$ cat src/rtl/sba_mem_pkg.sv
// Shared definitions for the core/SBA memory arbiter.
// Defines the requester port ID enum and the number of requester ports.
package sba_mem_pkg;

    localparam int unsigned NumPorts = 2;

    typedef enum logic [$clog2(NumPorts)-1:0] {
        PortCore = 1'b0,
        PortSba  = 1'b1
    } port_e;

endpackage

$ cat src/rtl/sba_id_fifo.sv
// In-order ID FIFO that remembers which port owns each granted-but-unanswered
// memory transfer.
// Ports: clk_i/rst_ni clock and async active-low reset; push_i/data_i write
// side; pop_i/data_o read side (data_o shows the head); full_o, empty_o and
// count_o report occupancy. A push when full or a pop when empty is ignored.
module sba_id_fifo #(
    parameter  int unsigned Depth = 2,
    localparam int unsigned CntW  = $clog2(Depth + 1)
) (
    input  logic            clk_i,
    input  logic            rst_ni,
    input  logic            push_i,
    input  logic            data_i,
    input  logic            pop_i,
    output logic            data_o,
    output logic            full_o,
    output logic            empty_o,
    output logic [CntW-1:0] count_o
);

    localparam int unsigned PtrW = (Depth > 1) ? $clog2(Depth) : 1;

    logic [Depth-1:0] mem_q;
    logic [PtrW-1:0]  wptr_q, rptr_q;
    logic [CntW-1:0]  count_q;
    logic             do_push, do_pop;

    function automatic logic [PtrW-1:0] ptr_next(input logic [PtrW-1:0] ptr);
        return (ptr == PtrW'(Depth - 1)) ? '0 : ptr + PtrW'(1);
    endfunction

    assign full_o  = (count_q == CntW'(Depth));
    assign empty_o = (count_q == '0);
    assign count_o = count_q;
    assign data_o  = mem_q[rptr_q];

    assign do_push = push_i && !full_o;
    assign do_pop  = pop_i && !empty_o;

    always_ff @(posedge clk_i or negedge rst_ni) begin
        if (!rst_ni) begin
            mem_q   <= '0;
            wptr_q  <= '0;
            rptr_q  <= '0;
            count_q <= '0;
        end else begin
            if (do_push) begin
                mem_q[wptr_q] <= data_i;
                wptr_q        <= ptr_next(wptr_q);
            end
            if (do_pop) begin
                rptr_q <= ptr_next(rptr_q);
            end
            case ({do_push, do_pop})
                2'b10:   count_q <= count_q + CntW'(1);
                2'b01:   count_q <= count_q - CntW'(1);
                default: count_q <= count_q;
            endcase
        end
    end

endmodule

$ cat src/rtl/sba_mem_arbiter.sv
// Round-robin arbiter sharing one memory port between the core data port
// (port 0) and the debug-module system bus access port (port 1).
// Ports: clk_i/rst_ni; core_* and sba_* request/grant/response per port;
// mem_* shared memory request, grant and in-order response; rsp_err_o is a
// sticky flag raised when a memory response arrives with nothing outstanding.
module sba_mem_arbiter
    import sba_mem_pkg::*;
#(
    parameter int unsigned AddrWidth      = 32,
    parameter int unsigned DataWidth      = 32,
    parameter int unsigned MaxOutstanding = 2
) (
    input  logic                   clk_i,
    input  logic                   rst_ni,
    input  logic                   core_req_i,
    input  logic                   core_we_i,
    input  logic [AddrWidth-1:0]   core_addr_i,
    input  logic [DataWidth/8-1:0] core_be_i,
    input  logic [DataWidth-1:0]   core_wdata_i,
    output logic                   core_gnt_o,
    output logic                   core_rvalid_o,
    output logic [DataWidth-1:0]   core_rdata_o,
    input  logic                   sba_req_i,
    input  logic                   sba_we_i,
    input  logic [AddrWidth-1:0]   sba_addr_i,
    input  logic [DataWidth/8-1:0] sba_be_i,
    input  logic [DataWidth-1:0]   sba_wdata_i,
    output logic                   sba_gnt_o,
    output logic                   sba_rvalid_o,
    output logic [DataWidth-1:0]   sba_rdata_o,
    output logic                   mem_req_o,
    output logic                   mem_we_o,
    output logic [AddrWidth-1:0]   mem_addr_o,
    output logic [DataWidth/8-1:0] mem_be_o,
    output logic [DataWidth-1:0]   mem_wdata_o,
    input  logic                   mem_gnt_i,
    input  logic                   mem_rvalid_i,
    input  logic [DataWidth-1:0]   mem_rdata_i,
    output logic                   rsp_err_o
);

    localparam int unsigned CntW = $clog2(MaxOutstanding + 1);

    port_e           sel, last_q, last_d, hold_port_q, hold_port_d, head_port;
    logic            hold_q, hold_d, err_q, err_d;
    logic            sel_req, xfer, pop;
    logic            fifo_full, fifo_empty, fifo_head;
    logic [CntW-1:0] fifo_count;

    // A stalled request keeps its port selected so the memory side sees a
    // stable request; otherwise ties go to the port not granted last.
    always_comb begin
        if (hold_q) begin
            sel = hold_port_q;
        end else if (core_req_i && sba_req_i) begin
            sel = (last_q == PortCore) ? PortSba : PortCore;
        end else if (sba_req_i) begin
            sel = PortSba;
        end else begin
            sel = PortCore;
        end
    end

    assign sel_req = (sel == PortCore) ? core_req_i : sba_req_i;

    // Full blocks on the registered count only, so a response arriving this
    // cycle cannot re-open the request path combinationally.
    assign mem_req_o   = rst_ni && sel_req && !fifo_full;
    assign mem_we_o    = (sel == PortCore) ? core_we_i    : sba_we_i;
    assign mem_addr_o  = (sel == PortCore) ? core_addr_i  : sba_addr_i;
    assign mem_be_o    = (sel == PortCore) ? core_be_i    : sba_be_i;
    assign mem_wdata_o = (sel == PortCore) ? core_wdata_i : sba_wdata_i;

    assign xfer       = mem_req_o && mem_gnt_i;
    assign core_gnt_o = xfer && (sel == PortCore);
    assign sba_gnt_o  = xfer && (sel == PortSba);

    assign pop           = rst_ni && mem_rvalid_i && !fifo_empty;
    assign head_port     = port_e'(fifo_head);
    assign core_rvalid_o = pop && (head_port == PortCore);
    assign sba_rvalid_o  = pop && (head_port == PortSba);
    assign core_rdata_o  = mem_rdata_i;
    assign sba_rdata_o   = mem_rdata_i;
    assign rsp_err_o     = err_q;

    always_comb begin
        hold_d      = mem_req_o && !mem_gnt_i;
        hold_port_d = sel;
        last_d      = xfer ? sel : last_q;
        err_d       = err_q || (mem_rvalid_i && fifo_empty);
    end

    always_ff @(posedge clk_i or negedge rst_ni) begin
        if (!rst_ni) begin
            last_q      <= PortSba;
            hold_q      <= 1'b0;
            hold_port_q <= PortCore;
            err_q       <= 1'b0;
        end else begin
            last_q      <= last_d;
            hold_q      <= hold_d;
            hold_port_q <= hold_port_d;
            err_q       <= err_d;
        end
    end

    sba_id_fifo #(
        .Depth (MaxOutstanding)
    ) u_id_fifo (
        .clk_i   (clk_i),
        .rst_ni  (rst_ni),
        .push_i  (xfer),
        .data_i  (logic'(sel)),
        .pop_i   (pop),
        .data_o  (fifo_head),
        .full_o  (fifo_full),
        .empty_o (fifo_empty),
        .count_o (fifo_count)
    );

    a_count_bound: assert property (@(posedge clk_i) disable iff (!rst_ni)
        fifo_count <= CntW'(MaxOutstanding));
    a_gnt_onehot: assert property (@(posedge clk_i) disable iff (!rst_ni)
        !(core_gnt_o && sba_gnt_o));

endmodule

$ cat config.mk
export PLATFORM = sky130hd
export DESIGN_NAME = sba_mem_arbiter
export DESIGN_NICKNAME = d
export VERILOG_FILES = /design/src/rtl/sba_mem_pkg.sv /design/src/rtl/sba_id_fifo.sv /design/src/rtl/sba_mem_arbiter.sv
export SDC_FILE = /design/constraint.sdc
export NUM_CORES = 1
export LEC_CHECK = 0
export ABC_CLOCK_PERIOD_IN_PS = 2300
export BUFFER_PORTS_ARGS = -buffer_cell sky130_fd_sc_hd__buf_2
export CORE_AREA = 4 4 120 122
export CTS_CLUSTER_DIAMETER = 50
export DETAILED_ROUTE_END_ITERATION = 8
export DIE_AREA = 0 0 124 126
export GPL_ROUTABILITY_DRIVEN = 1
export HOLD_SLACK_MARGIN = 0.05
export MAX_ROUTING_LAYER = met4
export PLACE_DENSITY = 0.45
export SYNTH_ARGS = -nofsm -noshare
export SYNTH_HDL_FRONTEND = slang
export SYNTH_SLANG_ARGS = --single-unit
export TNS_END_PERCENT = 20
$ cat constraint.sdc
create_clock -name clk_i -period 2.3 [get_ports clk_i]
set_input_delay 0.115 -clock clk_i [delete_from_list [all_inputs] [get_ports clk_i]]
set_output_delay 0.115 -clock clk_i [all_outputs]
set_load 0.02 [all_outputs]
# Word-level counts from Yosys, hierarchy flattened
# Index checks and enable logic that the tools add are counted.
word_totals:
  regBits: 10
  output_inout_bits: 139
  elab_cells: 58
op_classes:
  addsub: 4
  order_cmp: 3
  n_eq_ne: 3
  mux: 17
  bitwise: 2
  n_reduce_logical: 21
ops:
  columns: ["cell", "n"]
  rows:
  - ["two-way mux 32 bit", 2]
  - ["logical AND 1 bit", 15]
  - ["two-way mux 1 bit", 11]
  - ["equality test 2 bit, second input constant", 2]
  - ["less-than comparator 1 x 2 -> 1 bit, second input constant", 2]
  - ["two-way mux 4 bit", 1]
  - ["case mux 2 bit (2 select lines)", 1]
  - ["logical NOT 1 bit", 3]
  - ["adder 1 bit, second input constant", 2]
  - ["adder 2 x 1 -> 2 bit, second input constant", 1]
  - ["bitwise mux 2 bit", 1]
  - ["equality test 2 x 1 -> 1 bit, second input constant", 1]
  - ["logical NOT 2 bit", 1]
  - ["NOT 1 bit", 2]
  - ["nonzero test 2 bit", 1]
  - ["subtractor 2 x 1 -> 2 bit, second input constant", 1]
  - ["demux 1 bit (select 1 bit)", 1]
  - ["greater-or-equal comparator 1 bit, second input constant", 1]
  - ["logical OR 1 bit", 1]

# Logic depth before layout (Yosys ltp)
# Gate-level depths: netlist (run 1).
depth:
  depth_word: 10
  ltp_mapped: 7
  ltp_nobuf: 7

# Modules after synthesis
# A second synthesis (run 1) with hierarchy kept.
hier_totals:
  hier_cells: 192
  area_unflattened_um2: 2122.0
by_module_without_submodules:
  columns: ["mod", "n_inst", "cells_per_inst", "area_per_inst_um2", "seq_area_each_um2"]
  rows:
  - ["sba_mem_arbiter", 1, 169, 1839.3, 101.3]
  - ["sba_id_fifo", 1, 23, 282.8, 150.1]

# Least setup slack after synthesis (run 1)
# No wires, ideal clock.
synth_path:
  kind: "register to register"
  from: "register hold_q"
  to: "register u_id_fifo.count_q[1], in the netlist u_id_fifo.count_o[1]"
  setup_ps: 79
  arrival_time_ps: 1652
  required_time_ps: 2221
  slack_ps: 569
  path_stages_with_launch: 7
  path_buffers: 0
  cell_sequence: "dfrtp_1 mux2_1 o2111a_2 nand2_4 ha_1 nor2_1 xor2_1"
synth_between:
  elab_chain_cells: 8
  elab_cells_between_ends: 10
  cone_classes: "eq/ne: 2; mux: 3; reduce/logical: 5"
synth_rtl:
  columns: ["item", "line_no", "source"]
  rows:
  - ["start: declaration", "sba_mem_arbiter.sv:45", "logic hold_q, hold_d, err_q, err_d;"]
  - ["start signal: assignment", "sba_mem_arbiter.sv:101", "hold_q <= hold_d;"]
  - ["two-way mux 1 bit *", "sba_mem_arbiter.sv:53", "if (hold_q) begin"]
  - ["two-way mux 1 bit *", "sba_mem_arbiter.sv:64", "assign sel_req = (sel == PortCore) ? core_req_i : sba_req_i;"]
  - ["logical AND 1 bit * (2 in a row)", "sba_mem_arbiter.sv:68", "assign mem_req_o = rst_ni && sel_req && !fifo_full;"]
  - ["via mem_req_o", "sba_mem_arbiter.sv:31", "output logic mem_req_o,"]
  - ["logical AND 1 bit *", "sba_mem_arbiter.sv:74", "assign xfer = mem_req_o && mem_gnt_i;"]
  - ["logical AND 1 bit *", "sba_id_fifo.sv:37", "assign do_push = push_i && !full_o;"]
  - ["equality test 2 x 1 -> 1 bit or equality test 2 bit (tied branches)", "sba_id_fifo.sv:54", "case ({do_push, do_pop})"]
  - ["case mux 2 bit (2 select lines) or nonzero test 2 bit (tied branches)", null, null]
  - ["end signal: assignment", "sba_id_fifo.sv:55", "2'b10: count_q <= count_q + CntW'(1);"]
  - ["end signal: assignment", "sba_id_fifo.sv:56", "2'b01: count_q <= count_q - CntW'(1);"]
  - ["end signal: assignment", "sba_id_fifo.sv:57", "default: count_q <= count_q;"]
  - ["end: declaration", "sba_id_fifo.sv:25", "logic [CntW-1:0] count_q;"]
# The timed path passes the listed nets; every way through them passes the cells marked *.
# A chain may end at the register's enable or synchronous reset.

# Worst setup path after layout (run 1)
layout_path:
  from: "register last_q"
  to: "output mem_we_o"
layout_between:
  elab_chain_cells: 4
layout_rtl:
  columns: ["item", "line_no", "source"]
  rows:
  - ["start: declaration", "sba_mem_arbiter.sv:44", "port_e sel, last_q, last_d, hold_port_q, hold_port_d, head_port;"]
  - ["start signal: assignment", "sba_mem_arbiter.sv:95", "last_q <= PortSba;"]
  - ["start signal: assignment", "sba_mem_arbiter.sv:100", "last_q <= last_d;"]
  - ["two-way mux 1 bit", "sba_mem_arbiter.sv:56", "sel = (last_q == PortCore) ? PortSba : PortCore;"]
  - ["two-way mux 1 bit", "sba_mem_arbiter.sv:55", "end else if (core_req_i && sba_req_i) begin"]
  - ["two-way mux 1 bit", "sba_mem_arbiter.sv:53", null]
  - ["two-way mux 1 bit", "sba_mem_arbiter.sv:69", "assign mem_we_o = (sel == PortCore) ? core_we_i : sba_we_i;"]
  - ["end: declaration", "sba_mem_arbiter.sv:32", "output logic mem_we_o,"]
# No other way between the ends.

==> results.yml, run 1 <==
outcome:
  status: "finished clean"
clock_network:
  cts_max_level: 1
  clkLatencyLatePin_ns: 0.23
  numCtsBuffers: 3
  cts.clk_slew.worst_paths_ns: 0.04
  postCtsSetupBuffers: 0
  clkSinkCount: 10
  cts_buffer_depth: 2
  cts.root.buffer_cell: "clkbuf_16"
  cts_tree: "built"
synthesis:
  seq_area_frac_synth_pct: 14.0
  syn_nets: 503
  ys_ff_latch: 10
  yosysTopAreaCellShare_pct: 43.4
  netlist_instances: 326
  synth.top_cells.by_area: "nand2_1, buf_4, dfrtp_1"
  syn_avg_cell_area_sq_um: 5.52
  yosysTopAreaCell: "nand2_1"
  synth_area_sq_um: 1800
  synth.distinct_cells: 24
  ys_warn_count: 0
setup_path:
  crit_type: "flop to output pin"
  cp_common_cell: "nand2_1"
  crit_family: "buffers and inverters"
  crit_chain: "nand2_1 -> a22oi_2 -> inv_2 -> buf_12 -> nand2_1 -> nand2_1 -> buf_2"
  endpoint_kind: "output pin"
  cp.depth: 7
  cpPeakStageDelay_ns: 0.52
  worstPathArrival_ns: 1.86
  start_kind: "flop"
  r2r_start: "hold_q"
  critPathRequiredTime_ns: 2.18
  path_buf_inv: 3
  timing.rr.end: "u_id_fifo.count_o[1]"
  r2r_cells: 6
  reg2reg_slack_ns: 0.54
  crit_fanout: 54
  slowest_stage: "dfstp_2"
timing:
  finClkSkew_ns: 0.000608
  fin_setup_tns_ns: 0
  slew_viol_final: 0
  setup_viol: 0
  tightest_slew_ns: 0.373
  rsz0062_at_grt: "no"
  fin_crit_ns: 1.97
  max_slew_margin_pct: 75.0
  fmax_mhz: 507
  finalCritPeriodShare_pct: 85.8
  finalHoldViolations: 0
cells_and_area:
  final_cell_mix: "buf_2, nand2_1, dfrtp_1"
  final_common_cell: "buf_2"
  fin_nets: 651
  drive_gt1_share_pct: 48.6
  stdcell_count: 649
  n_antenna_cell: 0
  area_delta_synth_final_pct: 50.5
routing:
  postRouteAntennaNets: 0
  drt_iter0_markers: 50
  vias: 2298
  wl_um: 7130
  drt_pre_antenna_iters: 4
  avgViaCountPerCell: 3.54
  drc: 0
  wl_per_cell_um: 11.0
grt:
  antenna_found_initial: 0
  grt_max_degree: 72
  grt_pass1_vias: 2251
  grt_overflow: 0
  grt_pass1_wl_um: 10500
  grt.total_usage_pct: 8.48
place:
  dpl.hpwl_um: 5830
  port-buffer-count: 218
  finalWeightedCongestion: 0.762
  place_inst: 644
floorplanning:
  fp.coreArea_sq_um: 13200
  io_pins: 315
  fp.dieW_um: 124
  die-area_sq_um: 15600
  initial_core_util_pct: 13.6
  rows: 42
  die_h_um: 126
power_and_ir_drop:
  cellPowerDensity_nw_per_um2: 782
  vdd_drop_max_v: 0.000229
  leakagePower_nw: 1.76
worst_hold_path:
  min-delay-start: "mem_rvalid_i"
  holdPathStages: 2
  whs_endpoint: "rsp_err_o"
  hp-class: "primary input to flop"
run:
  timing.max_cap.violations: 0
## stage by stage
| step | utilization, % | hold WS (ns) | setup WS (ns) | power [mW] | cell area [sq um] |
|---|---|---|---|---|---|
| floorplan | - | -0.181 | 0.569 | 1.43 | 1800 |
| global placement | 19.8 | 0.00280 | 0.551 | 1.85 | 2620 |
| detailed placement | 19.8 | 0.00179 | 0.533 | 1.83 | 2620 |
| CTS | 20.5 | 0.107 | 0.272 | 2.16 | 2710 |
| global route | 20.5 | 0.120 | 0.166 | 2.31 | 2710 |
| finish | 20.5 | 0.114 | 0.327 | 2.11 | 2710 |
## kinds of logic (layout without fill, tap and decap cells)
group / Yosys count / count (layout) / share of synthesized area (%)
multiplexers: 4 / 4 / 2.44
XOR/XNOR: 5 / 5 / 2.44
AND/OR/NAND/NOR: 220 / 220 / 47.3
flip-flops: 10 / 10 / 14.0
adder cells (fa/ha/maj): 1 / 1 / 0.696
AO/OA/AOI/OAI: 6 / 6 / 3.06
buffers and inverters: 80 / 227 / 30.1
## layer usage
layer / vias to the layer above / global-route usage (%) / part of all wire [%]
met2: 129 / 15.0 / 50
met1: 928 / 8.92 / 37
met4: 0 / 3.41 / 2.9
li1: 1214 / - / -
met5: - / - / 0
met3: 27 / 2.02 / 11
## flip-flops by register name, indices dropped and copies added, names as in the netlist
signal and count:
rsp_err_o 1, last_q 1, u_id_fifo.count_o 2, u_id_fifo.rptr_q 1
u_id_fifo.wptr_q 1, u_id_fifo.mem_q 2, hold_port_q 1, hold_q 1
## worst max path at each step
stage          slack, ns   start              endpoint
2_1_floorplan       0.57  hold_q  u_id_fifo.count_o[1]
3_3_place_gp        0.55  last_q              mem_we_o
3_5_place_dp        0.53  last_q              mem_we_o
4_1_cts             0.27  last_q              mem_we_o
5_1_grt             0.17  hold_q       mem_wdata_o[21]
6_report            0.33  last_q              mem_we_o
## final cells by class
cell class,instances,area [sq um]
inverters,2,7.51
well taps,176,220
multi-input cells,236,1010
flip-flops and latches,10,251
clock buffers,4,78.8
fillers,1542,10500
repair buffers,221,1140
## report_power, final
part | leakage, nW | switching (mW) | total (mW) | internal, mW
combinational | 1.60 | 0.941 | 1.49 | 0.546
clock | 0.0382 | 0.0780 | 0.310 | 0.232
sequential | 0.115 | 0.0634 | 0.317 | 0.254
total | 1.76 | 1.08 | 2.11 | 1.03
## cells in the mapped netlist
cell,count
nand2_4,1
a41oi_1,1
clkbuf_1,14
a31oi_1,1
o2111a_2,1
ha_1,1
buf_4,64
mux2_2,2
nor2b_1,3
mux2_1,1
nand2b_1,1
a21o_1,1
xor2_1,1
nand2_1,208
inv_2,1
dfrtp_1,9
dfstp_2,1
o211ai_1,1
a22oi_2,1
inv_1,1
mux2i_1,1
nand3b_1,2
xnor2_1,4
nor2_1,5
## repair_timing
action / in CTS / in global routing
resized for setup: 0 / 0
hold buffers: 1 / 0
endpoints found under the hold margin: 10 / 0
(Power assumes the default switching activity.)
==> run 2, diff against run 1 <==
CORE_AREA = 4 4 119 121   (was 4 4 120 122)
DIE_AREA = 0 0 123 125   (was 0 0 124 126)
PLACE_DENSITY = 0.48   (was 0.45)
SYNTH_HIERARCHICAL = 1   (was not set)
==> run 2 against run 1 <==
  * Maximum frequency down 6.2%
  * Sequential power down 2%
  * Worst hold slack worse by 0.023 ns
==> results.yml, run 2 <==
power_and_ir_drop:
  leakagePower_nw: 1.71
  vdd_drop_max_v: 0.000463
  cellPowerDensity_nw_per_um2: 724
setup_path:
  cp.depth: 5
  endpoint_kind: "output pin"
  crit_type: "flop to output pin"
  worstPathArrival_ns: 1.99
  reg2reg_slack_ns: 0.28
  cpPeakStageDelay_ns: 0.53
  critPathRequiredTime_ns: 2.18
  timing.rr.end: "u_id_fifo/count_o[1]"
  start_kind: "flop"
  crit_path_start: "last_q"
  r2r_cells: 10
  path_buf_inv: 2
  crit_family: "flip-flops"
  critPathCapture: "mem_wdata_o[31]"
  crit_chain: "nand2_1 -> a21boi_4 -> buf_12 -> mux2_2 -> buf_2"
  crit_fanout: 40
  slowest_stage: "dfstp_2"
  r2r_start: "u_id_fifo/count_o[0]"
place:
  place_ws_ns: 0.198
  port-buffer-count: 218
  dpl.hpwl_um: 6560
  finalWeightedCongestion: 0.787
synthesis:
  yosys.area_share.simple_pct: 6.43
  async_flop_share_pct: 100
  seq_area_frac_synth_pct: 11.9
  netlist_instances: 192
  synthMuxAreaShare_pct: 47.9
  yosysTopAreaCellShare_pct: 38.9
  synth.distinct_cells: 30
  synth-compound-area-share_pct: 1.77
  synth.top_cells.by_area: "mux2_4, buf_4, dfrtp_1"
  synth-edff-count: 0
  synth_top_family_by_area: "multiplexers"
  synth_area_sq_um: 2120
  ys_ff_latch: 10
  yosysTopAreaCell: "mux2_4"
  syn_nets: 369
  synth-main-ff-cell: "dfrtp_1"
  syn_avg_cell_area_sq_um: 11.1
  ys_top_cells_by_count: "buf_4, mux2_4, mux2_2, dfrtp_1, buf_12"
  synthAdderAreaFrac_pct: 0.590
  synth_xor_area_share_pct: 2.06
  synth_most_common_cell: "buf_4"
  ys_warn_count: 6
clock_network:
  clkSinkCount: 10
  cts.clk_slew.worst_paths_ns: 0.04
  postCtsSetupBuffers: 0
  clkLatencyLatePin_ns: 0.24
  cts_buffer_depth: 2
  cts_tree: "built"
  numCtsBuffers: 3
  cts_max_level: 1
  cts.root.buffer_cell: "clkbuf_16"
timing:
  finalCritPeriodShare_pct: 91.5
  max_slew_margin_pct: 80.9
  setup_viol: 0
  tightest_slew_ns: 0.286
  finalHoldViolations: 0
  finClkSkew_ns: 0.00234
  slew_viol_final: 0
  rsz0062_at_grt: "no"
  fin_setup_tns_ns: 0
  fin_crit_ns: 2.10
  whs_ns: 0.0913
  fin_ws_ns: 0.195
  fmax_mhz: 475
cells_and_area:
  final_common_cell: "buf_2"
  area_delta_synth_final_pct: 40.3
  final_cell_mix: "buf_2, mux2_4, mux2_2"
  nFillCells: 1409
  n_antenna_cell: 0
  drive_gt1_share_pct: 86.4
  fin_nets: 524
floorplanning:
  rows: 42
  die-area_sq_um: 15400
  fp.dieW_um: 123
  initial_core_util_pct: 16.2
  io_pins: 315
  fp.coreArea_sq_um: 13100
  die_h_um: 125
grt:
  antenna_found_initial: 0
  grt.total_usage_pct: 8.38
  grt_max_degree: 41
  grt_pass1_vias: 1986
  grt_pass1_wl_um: 10100
  grt_overflow: 0
routing:
  wl_um: 7320
  drt_pre_antenna_iters: 4
  drt_iter0_markers: 54
  postRouteAntennaNets: 0
  avgViaCountPerCell: 3.68
  vias: 1923
  wl_per_cell_um: 14.0
  drc: 0
outcome:
  status: "finished clean"
worst_hold_path:
  hp-class: "primary input to flop"
run:
  timing.max_cap.violations: 0
[run 2: power by group]
group	total, mW	internal, mW	switching (mW)
logic	1.50	0.738	0.764
clock network	0.345	0.262	0.0830
registers	0.311	0.254	0.0562
[run 2: metal layers]
metal,vias to the layer above,global-route usage (%),share of wire [%]
met5,-,-,0
met4,0,1.04,0
met3,0,4.20,16
met2,164,13.3,44
met1,857,9.84,40
li1,902,-,-
[run 2: timing repair]
action | in CTS | in global routing
endpoints found under the setup margin | 0 | 1
hold buffers | 1 | 0
hold endpoints to repair | 10 | 0
resized for setup | 0 | 1
[run 2: layout make-up]
cell class	count	area, sq um	share of cell area (%)
Clock buffer	4	88.8	2.98
Inverter	3	11.3	0.378
Multi-Input combinational cell	107	1260	42.2
Sequential cell	10	251	8.45
Tap cell	176	220	7.39
Timing Repair Buffer	222	1150	38.6
[run 2: cells by family after synthesis]
group / count (synthesis)
buffers and inverters: 75
multiplexers: 72
AND/OR/NAND/NOR: 24
flip-flops: 10
AO/OA/AOI/OAI: 5
XOR/XNOR: 5
adder cells (fa/ha/maj): 1
[run 2: through the flow]
| stage | instances | instance area [sq um] | utilization (%) | power, mW |
|---|---|---|---|---|
| floorplan | 192 | 2120 | - | 1.60 |
| detailed placement | 517 | 2880 | 22.0 | 1.82 |
| global placement | 517 | 2880 | 22.0 | 1.80 |
| global route | 522 | 2980 | 22.8 | 2.28 |
| finish | 522 | 2980 | 22.8 | 2.16 |
| CTS | 522 | 2980 | 22.7 | 2.18 |
[run 2: how the worst min path moves through the flow]
stage | startpoint | endpoint | cells after the start
global placement | rst_ni | hold_q | 2
global route | mem_rvalid_i | rsp_err_o | 2
CTS | mem_gnt_i | hold_q | 2
detailed placement | rst_ni | hold_q | 2
floorplan | rst_ni | hold_port_q | 0
finish | mem_gnt_i | hold_q | 2
